<file path="src/rtl/asrv32_boot_loader.sv">
// asrv32_boot_loader: parses one framed byte-stream image, writes it into main memory and releases asrv32_core.
// Optional ACK/NAK response channel is compiled in with `define ASRV32_BOOT_ACK_EN.
module asrv32_boot_loader #(
    parameter int unsigned MEMORY_DEPTH     = 1024,
    parameter int unsigned BOOT_WAIT_CYCLES = 1000000,
    parameter int unsigned BYTE_TIMEOUT     = 10000,
    parameter logic [7:0]  SYNC_BYTE        = 8'hA5
) (
    input  logic        i_clk,
    input  logic        i_rst,
    input  logic [7:0]  i_rx_data,
    input  logic        i_rx_valid,
    output logic [31:0] o_data_addr,
    output logic [31:0] o_data_out,
    output logic [3:0]  o_wr_mask,
    output logic        o_wr_en,
    output logic        o_busy,
    output logic        o_core_rst_n,
    output logic        o_error
`ifdef ASRV32_BOOT_ACK_EN
    ,
    output logic [7:0]  o_tx_data,
    output logic        o_tx_valid,
    input  logic        i_tx_ready
`endif
);
    localparam logic [31:0] BOOT_TC = 32'(BOOT_WAIT_CYCLES - 1);
    localparam logic [31:0] BYTE_TC = 32'(BYTE_TIMEOUT - 1);
    localparam logic [32:0] DEPTH   = 33'(MEMORY_DEPTH);

    // SYNC hunt marker | LEN/ADDR header | DATA payload | CSUM check | DRAIN discard | RUN core released
    typedef enum logic [2:0] {
        S_SYNC, S_LEN, S_ADDR, S_DATA, S_CSUM, S_DRAIN, S_RUN
    } state_t;

    state_t      state_q, state_d;
    logic [31:0] timer_q, timer_d;
    logic [1:0]  hdr_cnt_q, hdr_cnt_d;
    logic [31:0] len_q, len_d;
    logic [31:0] base_q, base_d;
    logic [31:0] idx_q, idx_d;
    logic [7:0]  sum_q, sum_d;
    logic        err_q, err_d;
    logic        wr_en_q, wr_en_d;
    logic [31:0] addr_q, addr_d;
    logic [31:0] data_q, data_d;
    logic [3:0]  mask_q, mask_d;
    logic        busy_q, core_rst_n_q;

    logic [31:0] full_addr;
    logic [32:0] end_addr;
    logic [31:0] wr_addr;
    logic [7:0]  csum_chk;

    always_comb begin
        full_addr = {i_rx_data, base_q[31:8]};
        end_addr  = {1'b0, full_addr} + {1'b0, len_q};
        wr_addr   = base_q + idx_q;
        csum_chk  = sum_q + i_rx_data;

        state_d   = state_q;
        timer_d   = timer_q + 32'd1;
        hdr_cnt_d = hdr_cnt_q;
        len_d     = len_q;
        base_d    = base_q;
        idx_d     = idx_q;
        sum_d     = sum_q;
        err_d     = err_q;
        wr_en_d   = 1'b0;
        addr_d    = addr_q;
        data_d    = data_q;
        mask_d    = mask_q;

        case (state_q)
            S_SYNC: begin
                if (i_rx_valid) begin
                    timer_d = '0;
                    if (i_rx_data == SYNC_BYTE) begin
                        state_d   = S_LEN;
                        err_d     = 1'b0;
                        hdr_cnt_d = '0;
                        idx_d     = '0;
                        sum_d     = '0;
                    end
                end else if (timer_q == BOOT_TC) begin
                    state_d = S_RUN;
                end
            end
            S_LEN: begin
                if (i_rx_valid) begin
                    timer_d   = '0;
                    len_d     = {i_rx_data, len_q[31:8]};
                    hdr_cnt_d = hdr_cnt_q + 2'd1;
                    if (hdr_cnt_q == 2'd3) state_d = S_ADDR;
                end else if (timer_q == BYTE_TC) begin
                    state_d = S_SYNC;
                    err_d   = 1'b1;
                end
            end
            S_ADDR: begin
                if (i_rx_valid) begin
                    timer_d   = '0;
                    base_d    = full_addr;
                    hdr_cnt_d = hdr_cnt_q + 2'd1;
                    if (hdr_cnt_q == 2'd3) begin
                        if (end_addr > DEPTH) begin
                            state_d = S_DRAIN;
                            err_d   = 1'b1;
                        end else if (len_q == '0) begin
                            state_d = S_CSUM;
                        end else begin
                            state_d = S_DATA;
                        end
                    end
                end else if (timer_q == BYTE_TC) begin
                    state_d = S_SYNC;
                    err_d   = 1'b1;
                end
            end
            S_DATA: begin
                if (i_rx_valid) begin
                    timer_d = '0;
                    wr_en_d = 1'b1;
                    addr_d  = wr_addr;
                    mask_d  = 4'b0001 << wr_addr[1:0];
                    data_d  = {4{i_rx_data}};
                    sum_d   = csum_chk;
                    idx_d   = idx_q + 32'd1;
                    if (idx_q == len_q - 32'd1) state_d = S_CSUM;
                end else if (timer_q == BYTE_TC) begin
                    state_d = S_SYNC;
                    err_d   = 1'b1;
                end
            end
            S_CSUM: begin
                if (i_rx_valid) begin
                    timer_d = '0;
                    if (csum_chk == 8'd0) begin
                        state_d = S_RUN;
                    end else begin
                        state_d = S_SYNC;
                        err_d   = 1'b1;
                    end
                end else if (timer_q == BYTE_TC) begin
                    state_d = S_SYNC;
                    err_d   = 1'b1;
                end
            end
            S_DRAIN: begin
                if (i_rx_valid) begin
                    timer_d = '0;
                end else if (timer_q == BYTE_TC) begin
                    state_d = S_SYNC;
                end
            end
            S_RUN: begin
                timer_d = timer_q;
            end
            default: begin
                state_d = S_SYNC;
            end
        endcase

        if (state_d != state_q) timer_d = '0;
    end

    always_ff @(posedge i_clk) begin
        if (i_rst) begin
            state_q      <= S_SYNC;
            timer_q      <= '0;
            hdr_cnt_q    <= '0;
            len_q        <= '0;
            base_q       <= '0;
            idx_q        <= '0;
            sum_q        <= '0;
            err_q        <= 1'b0;
            wr_en_q      <= 1'b0;
            addr_q       <= '0;
            data_q       <= '0;
            mask_q       <= '0;
            busy_q       <= 1'b1;
            core_rst_n_q <= 1'b0;
        end else begin
            state_q      <= state_d;
            timer_q      <= timer_d;
            hdr_cnt_q    <= hdr_cnt_d;
            len_q        <= len_d;
            base_q       <= base_d;
            idx_q        <= idx_d;
            sum_q        <= sum_d;
            err_q        <= err_d;
            wr_en_q      <= wr_en_d;
            addr_q       <= addr_d;
            data_q       <= data_d;
            mask_q       <= mask_d;
            busy_q       <= (state_q != S_RUN);
            core_rst_n_q <= (state_q == S_RUN);
        end
    end

    assign o_data_addr  = addr_q;
    assign o_data_out   = data_q;
    assign o_wr_mask    = mask_q;
    assign o_wr_en      = wr_en_q;
    assign o_busy       = busy_q;
    assign o_core_rst_n = core_rst_n_q;
    assign o_error      = err_q;

`ifdef ASRV32_BOOT_ACK_EN
    logic [7:0] tx_data_q;
    logic       tx_valid_q;

    // Error is always clear while a frame is in flight, so a rising error flags exactly one NAK.
    always_ff @(posedge i_clk) begin
        if (i_rst) begin
            tx_data_q  <= '0;
            tx_valid_q <= 1'b0;
        end else if (state_q == S_CSUM && state_d == S_RUN) begin
            tx_data_q  <= 8'h06;
            tx_valid_q <= 1'b1;
        end else if (err_d && !err_q) begin
            tx_data_q  <= 8'h15;
            tx_valid_q <= 1'b1;
        end else if (tx_valid_q && i_tx_ready) begin
            tx_valid_q <= 1'b0;
        end
    end

    assign o_tx_data  = tx_data_q;
    assign o_tx_valid = tx_valid_q;
`endif
endmodule

</file>
<file path="config.mk">
export PLATFORM = sky130hd
export DESIGN_NAME = asrv32_boot_loader
export DESIGN_NICKNAME = d
export VERILOG_FILES = /design/src/rtl/asrv32_boot_loader.sv
export SDC_FILE = /design/constraint.sdc
export NUM_CORES = 1
export LEC_CHECK = 0
export CAP_MARGIN = 20
export CORE_MARGIN = 2
export CORE_UTILIZATION = 38
export CTS_CLUSTER_DIAMETER = 200
export DETAILED_ROUTE_END_ITERATION = 8
export PLACE_DENSITY_LB_ADDON = 0.1
export RECOVER_POWER = 50
export SYNTH_ARGS = -nofsm -noshare
export SYNTH_HDL_FRONTEND = slang
export SYNTH_SLANG_ARGS = --single-unit
export TNS_END_PERCENT = 50
</file>
<file path="constraint.sdc">
create_clock -name i_clk -period 10.3 [get_ports i_clk]
set_input_delay 2.06 -clock i_clk [delete_from_list [all_inputs] [get_ports i_clk]]
set_output_delay 2.06 -clock i_clk [all_outputs]
set_load 0.02 [all_outputs]
</file>
==> results.json, run 1 <==
{
  "n_antenna_cell": 0,
  "violations": "capacitance limit, slew limit",
  "drive_gt1_share_pct": 5.226,
  "drc": 0,
  "start_util_pct": 38.52,
  "syn_area_sq_um": 12920,
  "timing.final.crit_share_pct": 68.81,
  "antenna_found_initial": 0,
  "area_delta_synth_final_pct": 11.84,
  "max_freq_ghz": 0.1411,
  "place_ws_ns": 3.977,
  "synth-edff-count": 0,
  "io_buffers": 82,
  "dieHeight_um": 188.4,
  "hp-class": "flop to flop",
  "power_density_nw_per_um2": 102.8,
  "layout_common_cells": "286 x nand2_1, 189 x dfxtp_1, 178 x a21oi_1",
  "critPathMaxStageDelay_ns": 2.64,
  "final_common_cell": "nand2_1",
  "seq_area_frac_synth_pct": 29.29,
  "vias_per_cell": 5.692,
  "die_width_um": 188.4,
  "cts_tree": "built",
  "rsz0062_at_grt": "no",
  "clockPowerShare_pct": 47.7,
  "status": "finished with violations",
  "final_nets": 1780,
  "drv_cap": 4,
  "grt_max_degree": 75,
  "ctsResizeCount": 0,
  "clk_path_buf_depth": 2,
  "clkTransAtPathRegs_ns": 0.07,
  "wl_per_cell_um": 18.75,
  "row_count": 67,
  "finalSetupViolCount": 0,
  "track_usage_pct": 22.83,
  "post-cts-setup-buffers": 0,
  "critical_path_class": "primary input to flop",
  "finalSetupTns_ns": 0,
  "skew_ns": 0.02255,
  "slew_violations": 232,
  "cts_buffers": 17,
  "hpwl_um": 29940,
  "avgSynthCellArea_sq_um": 7.652,
  "p_int_uw": 1134,
  "crit_arrival_ns": 7.41,
  "cp_common_cell": "clkbuf_1",
  "period_minus_slack_ns": 7.088,
  "switching_power_uw": 351.5,
  "setup_slack_ns": 3.212,
  "peakVddDrop_mv": 0.1298,
  "wl_um": 40330,
  "p_sw_share_pct": 23.67,
  "cts_sinks": 189,
  "pwr-share-comb_pct": 3.1,
  "dr.pass1.iters": 5,
  "async_reset_ff_share_pct": 0,
  "slew_headroom_pct": -140.9,
  "synth_warnings": 0,
  "final_antenna_net_count": 0,
  "p_total_uw": 1485,
  "ys.flop_type": "dfxtp_1",
  "drt_iter0_drc": 963,
  "core_sq_um": 33530,
  "endpoint_kind": "flop",
  "crit_chain": "clkbuf_1 > clkbuf_1 > a221oi_1 > o221ai_1 > a31o_4 > nor3_1",
  "grt_overflow_total": 0,
  "synth_fp_nets": 1777,
  "pin_count": 83,
  "cts-root-buf": "clkbuf_16",
  "insertion_delay_ns": 0.47,
  "htree_num_levels": 4,
  "crit_fanout": 74,
  "worstMarginPinSlew_ns": 3.614,
  "finalHoldViolCount": 0,
  "ys_types": 76,
  "dieArea_sq_um": 35480,
  "slowest_stage": "clkbuf_1",
  "grt_pass1_wl_um": 64290,
  "vias": 12240,
  "synthCells": 1688,
  "cp_data_required_time_ns": 10.62,
  "grt_pass1_vias": 11420,
  "critPathLaunchType": "primary input",
  "leakage_uw": 0.005592,
  "gp_congestion": 0.8606,
  "holdBufCountCts": 0,
  "ys_ff_latch": 189,
  "seqPwrFrac_pct": 49.2
}
stage by stage:
stage	util (%)	hold slack [ns]	instance area [sq um]	std cells
after floorplan	-	0.4406	12920	1688
final	43.08	0.4480	14450	2151
after global routing	43.08	0.4706	14450	2151
after global placement	41.34	0.4432	13860	2119
after detailed placement	41.34	0.4467	13860	2119
after CTS	43.13	0.4570	14460	2150
cells in the mapped netlist (5+ instances only):
| cell type | number | area share, % |
|---|---|---|
| dfxtp_1 | 189 | 29 |
| xor2_1 | 82 | 5.6 |
| o31ai_1 | 5 | 0.29 |
| nor4b_1 | 6 | 0.41 |
| a31oi_1 | 8 | 0.39 |
| xnor2_1 | 59 | 4.0 |
| nand2_1 | 286 | 8.3 |
| a21o_1 | 18 | 1.0 |
| and3_1 | 18 | 0.87 |
| nor4_1 | 25 | 1.2 |
| nor2b_1 | 5 | 0.24 |
| a22oi_1 | 9 | 0.52 |
| a21oi_1 | 178 | 6.9 |
| nor2_1 | 138 | 4.0 |
| o21a_1 | 7 | 0.41 |
| nand3_1 | 50 | 1.9 |
| inv_1 | 33 | 0.96 |
| nor3b_1 | 5 | 0.29 |
| nand4_1 | 43 | 2.1 |
| o21ai_0 | 51 | 2.0 |
| or2_2 | 6 | 0.29 |
| nand3b_1 | 7 | 0.41 |
| ha_1 | 75 | 7.3 |
| and2_1 | 7 | 0.34 |
| o22ai_1 | 6 | 0.29 |
| clkbuf_1 | 74 | 2.2 |
| a211oi_1 | 25 | 1.5 |
| a21boi_0 | 7 | 0.41 |
| o311ai_0 | 6 | 0.41 |
| nand2b_1 | 20 | 0.97 |
| o21bai_1 | 11 | 0.64 |
| and4_1 | 10 | 0.68 |
| o211ai_1 | 18 | 1.0 |
| a211o_1 | 6 | 0.41 |
| buf_4 | 24 | 1.4 |
| mux2i_1 | 8 | 0.62 |
| nor3_1 | 38 | 1.5 |
| or4_1 | 11 | 0.64 |
| nor3_2 | 28 | 2.2 |
| or3_1 | 12 | 0.58 |
state kept, by name, indices dropped and copies added (netlist names):
signal,cells
base_q,32
o_data_out,8
o_wr_en,1
timer_q,32
idx_q,32
len_q,32
sum_q,8
hdr_cnt_q,2
o_core_rst_n,1
o_wr_mask,4
state_q,3
o_error,1
o_data_addr,32
o_busy,1
per-layer routing:
metal | global-route usage [%] | vias to the layer above | part of all wire, %
met2 | 35.21 | 316 | 44
met5 | 0 | - | 0
met1 | 32.23 | 5833 | 49
met4 | 8.023 | 0 | 2.7
met3 | 3.651 | 57 | 4.8
li1 | - | 6038 | -
critical path, delay by kind of cell:
kind,cells,cell delay (ns)
and+or+nand+nor,1,0.12
AOI/OAI and AO/OA,3,0.91
buffers and inverters,2,4.22
power by group through the flow:
| stage | Clock [uW] | Sequential (uW) | Combinational (uW) |
|---|---|---|---|
| finish | 708 | 731 | 46.3 |
| detailed placement | 0 | 748 | 46.7 |
| global route | 752 | 731 | 50.7 |
| floorplan | 0 | 748 | 30.7 |
| CTS | 720 | 731 | 46.8 |
| global placement | 0 | 748 | 46.6 |
logic make-up after synthesis:
family	Yosys count	synth area share (%)
compound gates	399	19.26
fa+ha+maj	78	7.730
simple gates	731	28.31
mux	11	0.9105
flops	189	29.29
buf+inv	139	4.940
xor+xnor	141	9.560
final timing paths:
kind / start / to / slack, ns / cells past startpoint
max: i_rst / timer_q[26] / 3.21 / 6
min: o_data_addr[12] / o_data_addr[12] / 0.45 / 2
max reg2reg: base_q[14] / state_q[2] / 5.99 / 11
min reg2reg: o_data_addr[12] / o_data_addr[12] / 0.45 / 2
area by class of cell:
cell class                 instances  area (sq um)
fill                            3467         19090
multi-input combinational       1360          8514
sequential                       189          3784
timing repair buffer              90         860.8
tap                              448         560.5
clock buffer                      20         446.7
clock inverter                    11         156.4
inverter                          33         123.9
(Power assumes the default switching activity.)
==> inputs of run 2 (changes only) <==
clock period = 7.2 ns   (was 10.3 ns; I/O delays follow)
==> run 2 against run 1 <==
Net effect: register-to-register slack got worse by 3.2 ns; largest power group unchanged; global-route usage is 0.19 points lower; design area is 0.13% lower; non-clock buffer count down 1; final cell count is the same; the run still ends with capacitance limit, slew limit left; via count is 0.25% higher.
==> results.json, run 2 (synthesized netlist as in run 1, its figures left out) <==
{
  "wl_per_cell_um": 18.72,
  "p_total_uw": 2085,
  "slew_violations": 178,
  "clkTransAtPathRegs_ns": 0.08,
  "htree_num_levels": 4,
  "fin_area_sq_um": 14430,
  "finalSetupTns_ns": 0,
  "cp_data_required_time_ns": 7.51,
  "finalSetupViolCount": 0,
  "pwr-share-comb_pct": 3.2,
  "pin_count": 83,
  "wl_um": 40270,
  "clockPowerShare_pct": 46.7,
  "drt_iter0_drc": 1021,
  "power_density_nw_per_um2": 144.5,
  "grt_overflow_total": 0,
  "dieHeight_um": 188.4,
  "grt_pass1_vias": 11040,
  "grt_max_degree": 74,
  "drv_cap": 3,
  "cts-root-buf": "clkbuf_16",
  "crit_arrival_ns": 5.58,
  "crit_chain": "clkdlybuf4s50_1 > ha_1 > inv_1 > fa_1 > nand2b_1 > a21oi_1 > nor4_1 > a311o_1 > or4_1 > or2_2 > and2_1 > o221ai_1 > a31o_4 > nor3_1",
  "leakage_uw": 0.005594,
  "start_util_pct": 38.52,
  "rsz0062_at_grt": "no",
  "n_antenna_cell": 0,
  "slowest_stage": "clkdlybuf4s50_1",
  "peakVddDrop_mv": 0.1804,
  "track_usage_pct": 22.64,
  "layout_common_cells": "286 x nand2_1, 189 x dfxtp_1, 178 x a21oi_1",
  "io_buffers": 82,
  "status": "finished with violations",
  "p_sw_share_pct": 25.06,
  "critPathMaxStageDelay_ns": 0.67,
  "finalHoldViolCount": 0,
  "final_util_pct": 43.03,
  "grt_pass1_wl_um": 63790,
  "dr.pass1.iters": 6,
  "crit_fanout": 32,
  "dieArea_sq_um": 35480,
  "hpwl_um": 29830,
  "critPathLaunchType": "primary input",
  "critical_path_class": "primary input to flop",
  "clk_path_buf_depth": 2,
  "violations": "capacitance limit, slew limit",
  "final_nets": 1779,
  "ctsResizeCount": 0,
  "antenna_found_initial": 0,
  "min_from": "o_data_addr[13]",
  "switching_power_uw": 522.6,
  "crit_buf_inv": 2,
  "placed_area_sq_um": 13860,
  "worstMarginPinSlew_ns": 3.567,
  "post-cts-setup-buffers": 0,
  "gp_congestion": 0.8669,
  "period_minus_slack_ns": 5.273,
  "cts_sinks": 189,
  "crit_start": "i_rx_data[0]",
  "timing.final.crit_share_pct": 73.24,
  "die_width_um": 188.4,
  "p_int_uw": 1563,
  "vias_per_cell": 5.706,
  "skew_ns": 0.01956,
  "final_antenna_net_count": 0,
  "drive_gt1_share_pct": 5.402,
  "cts_tree": "built",
  "holdBufCountCts": 0,
  "drc": 0,
  "final_common_cell": "nand2_1",
  "hp-class": "flop to flop",
  "endpoint_kind": "flop",
  "insertion_delay_ns": 0.46,
  "seqPwrFrac_pct": 50.1,
  "vias": 12270,
  "area_delta_synth_final_pct": 11.69,
  "row_count": 67,
  "nFillCells": 3397,
  "r2r-start": "base_q[14]",
  "cts_buffers": 17,
  "core_sq_um": 33530,
  "path_delay_family": "simple AND/OR/NAND/NOR gates",
  "slew_headroom_pct": -137.8,
  "max_freq_ghz": 0.1896
}
==> run 2: changes by cell type in the layout (fill, tap and decap cells not counted), sizes merged <==
| cell | delta |
|---|---|
| clkinvlp | -1 |
| clkinv | +3 |
| bufinv | -2 |
| clkbuf | -3 |
| inv | +3 |
==> run 2: worst register-to-register path, delay by kind of cell, from the launching register on <==
family / cells / cell delay, ns
xor+xnor: 1 / 0.21
compound gates: 6 / 2.03
flops: 1 / 0.53
simple gates: 3 / 1.12
fa+ha+maj: 1 / 0.39
==> run 2: metal layers <==
layer | track usage, % | vias up | routed length, um
met5 | 0 | - | 0
met4 | 5.859 | 0 | 624
met3 | 2.682 | 35 | 1888
met2 | 35.71 | 361 | 17980
met1 | 32.70 | 5850 | 19780
li1 | - | 6028 | -
==> run 2: final timing paths <==
path / endpoint / slack (ns) / depth (start not counted)
setup reg to reg: state_q[2] / 2.82 / 11
setup / recovery: timer_q[25] / 1.93 / 14
hold reg to reg: o_data_addr[13] / 0.45 / 2
hold / removal: o_data_addr[13] / 0.45 / 2
==> run 2: stage by stage <==
stage               setup WS [ns]  hold WS [ns]  std cells
finish                      1.927        0.4505       2151
global route                1.663        0.4744       2151
CTS                         1.953        0.4571       2151
detailed placement          1.487        0.4460       2119
global placement            1.538        0.4432       2119
floorplan                   2.693        0.4406       1688
==> run 2: final cells by class <==
cell class              instances  area [sq um]  share of cell area (%)
clock inverters                14         148.9                   1.032
well taps                     448         560.5                   3.885
repair buffers                 89         857.1                   5.941
inverters                      33         123.9                  0.8586
flip-flops and latches        189          3784                   26.22
multi-input cells            1360          8514                   59.01
clock buffers                  18         439.2                   3.044
==> run 2: power by group through the flow <==
| stage | registers (uW) | logic, uW | clock network [uW] |
|---|---|---|---|
| 2_1_floorplan | 1070 | 43.9 | 0 |
| 3_3_place_gp | 1070 | 67.1 | 0 |
| 3_5_place_dp | 1070 | 67.0 | 0 |
| 4_1_cts | 1050 | 67.1 | 1000 |
| 5_1_grt | 1050 | 72.6 | 1040 |
| 6_report | 1050 | 66.7 | 973 |
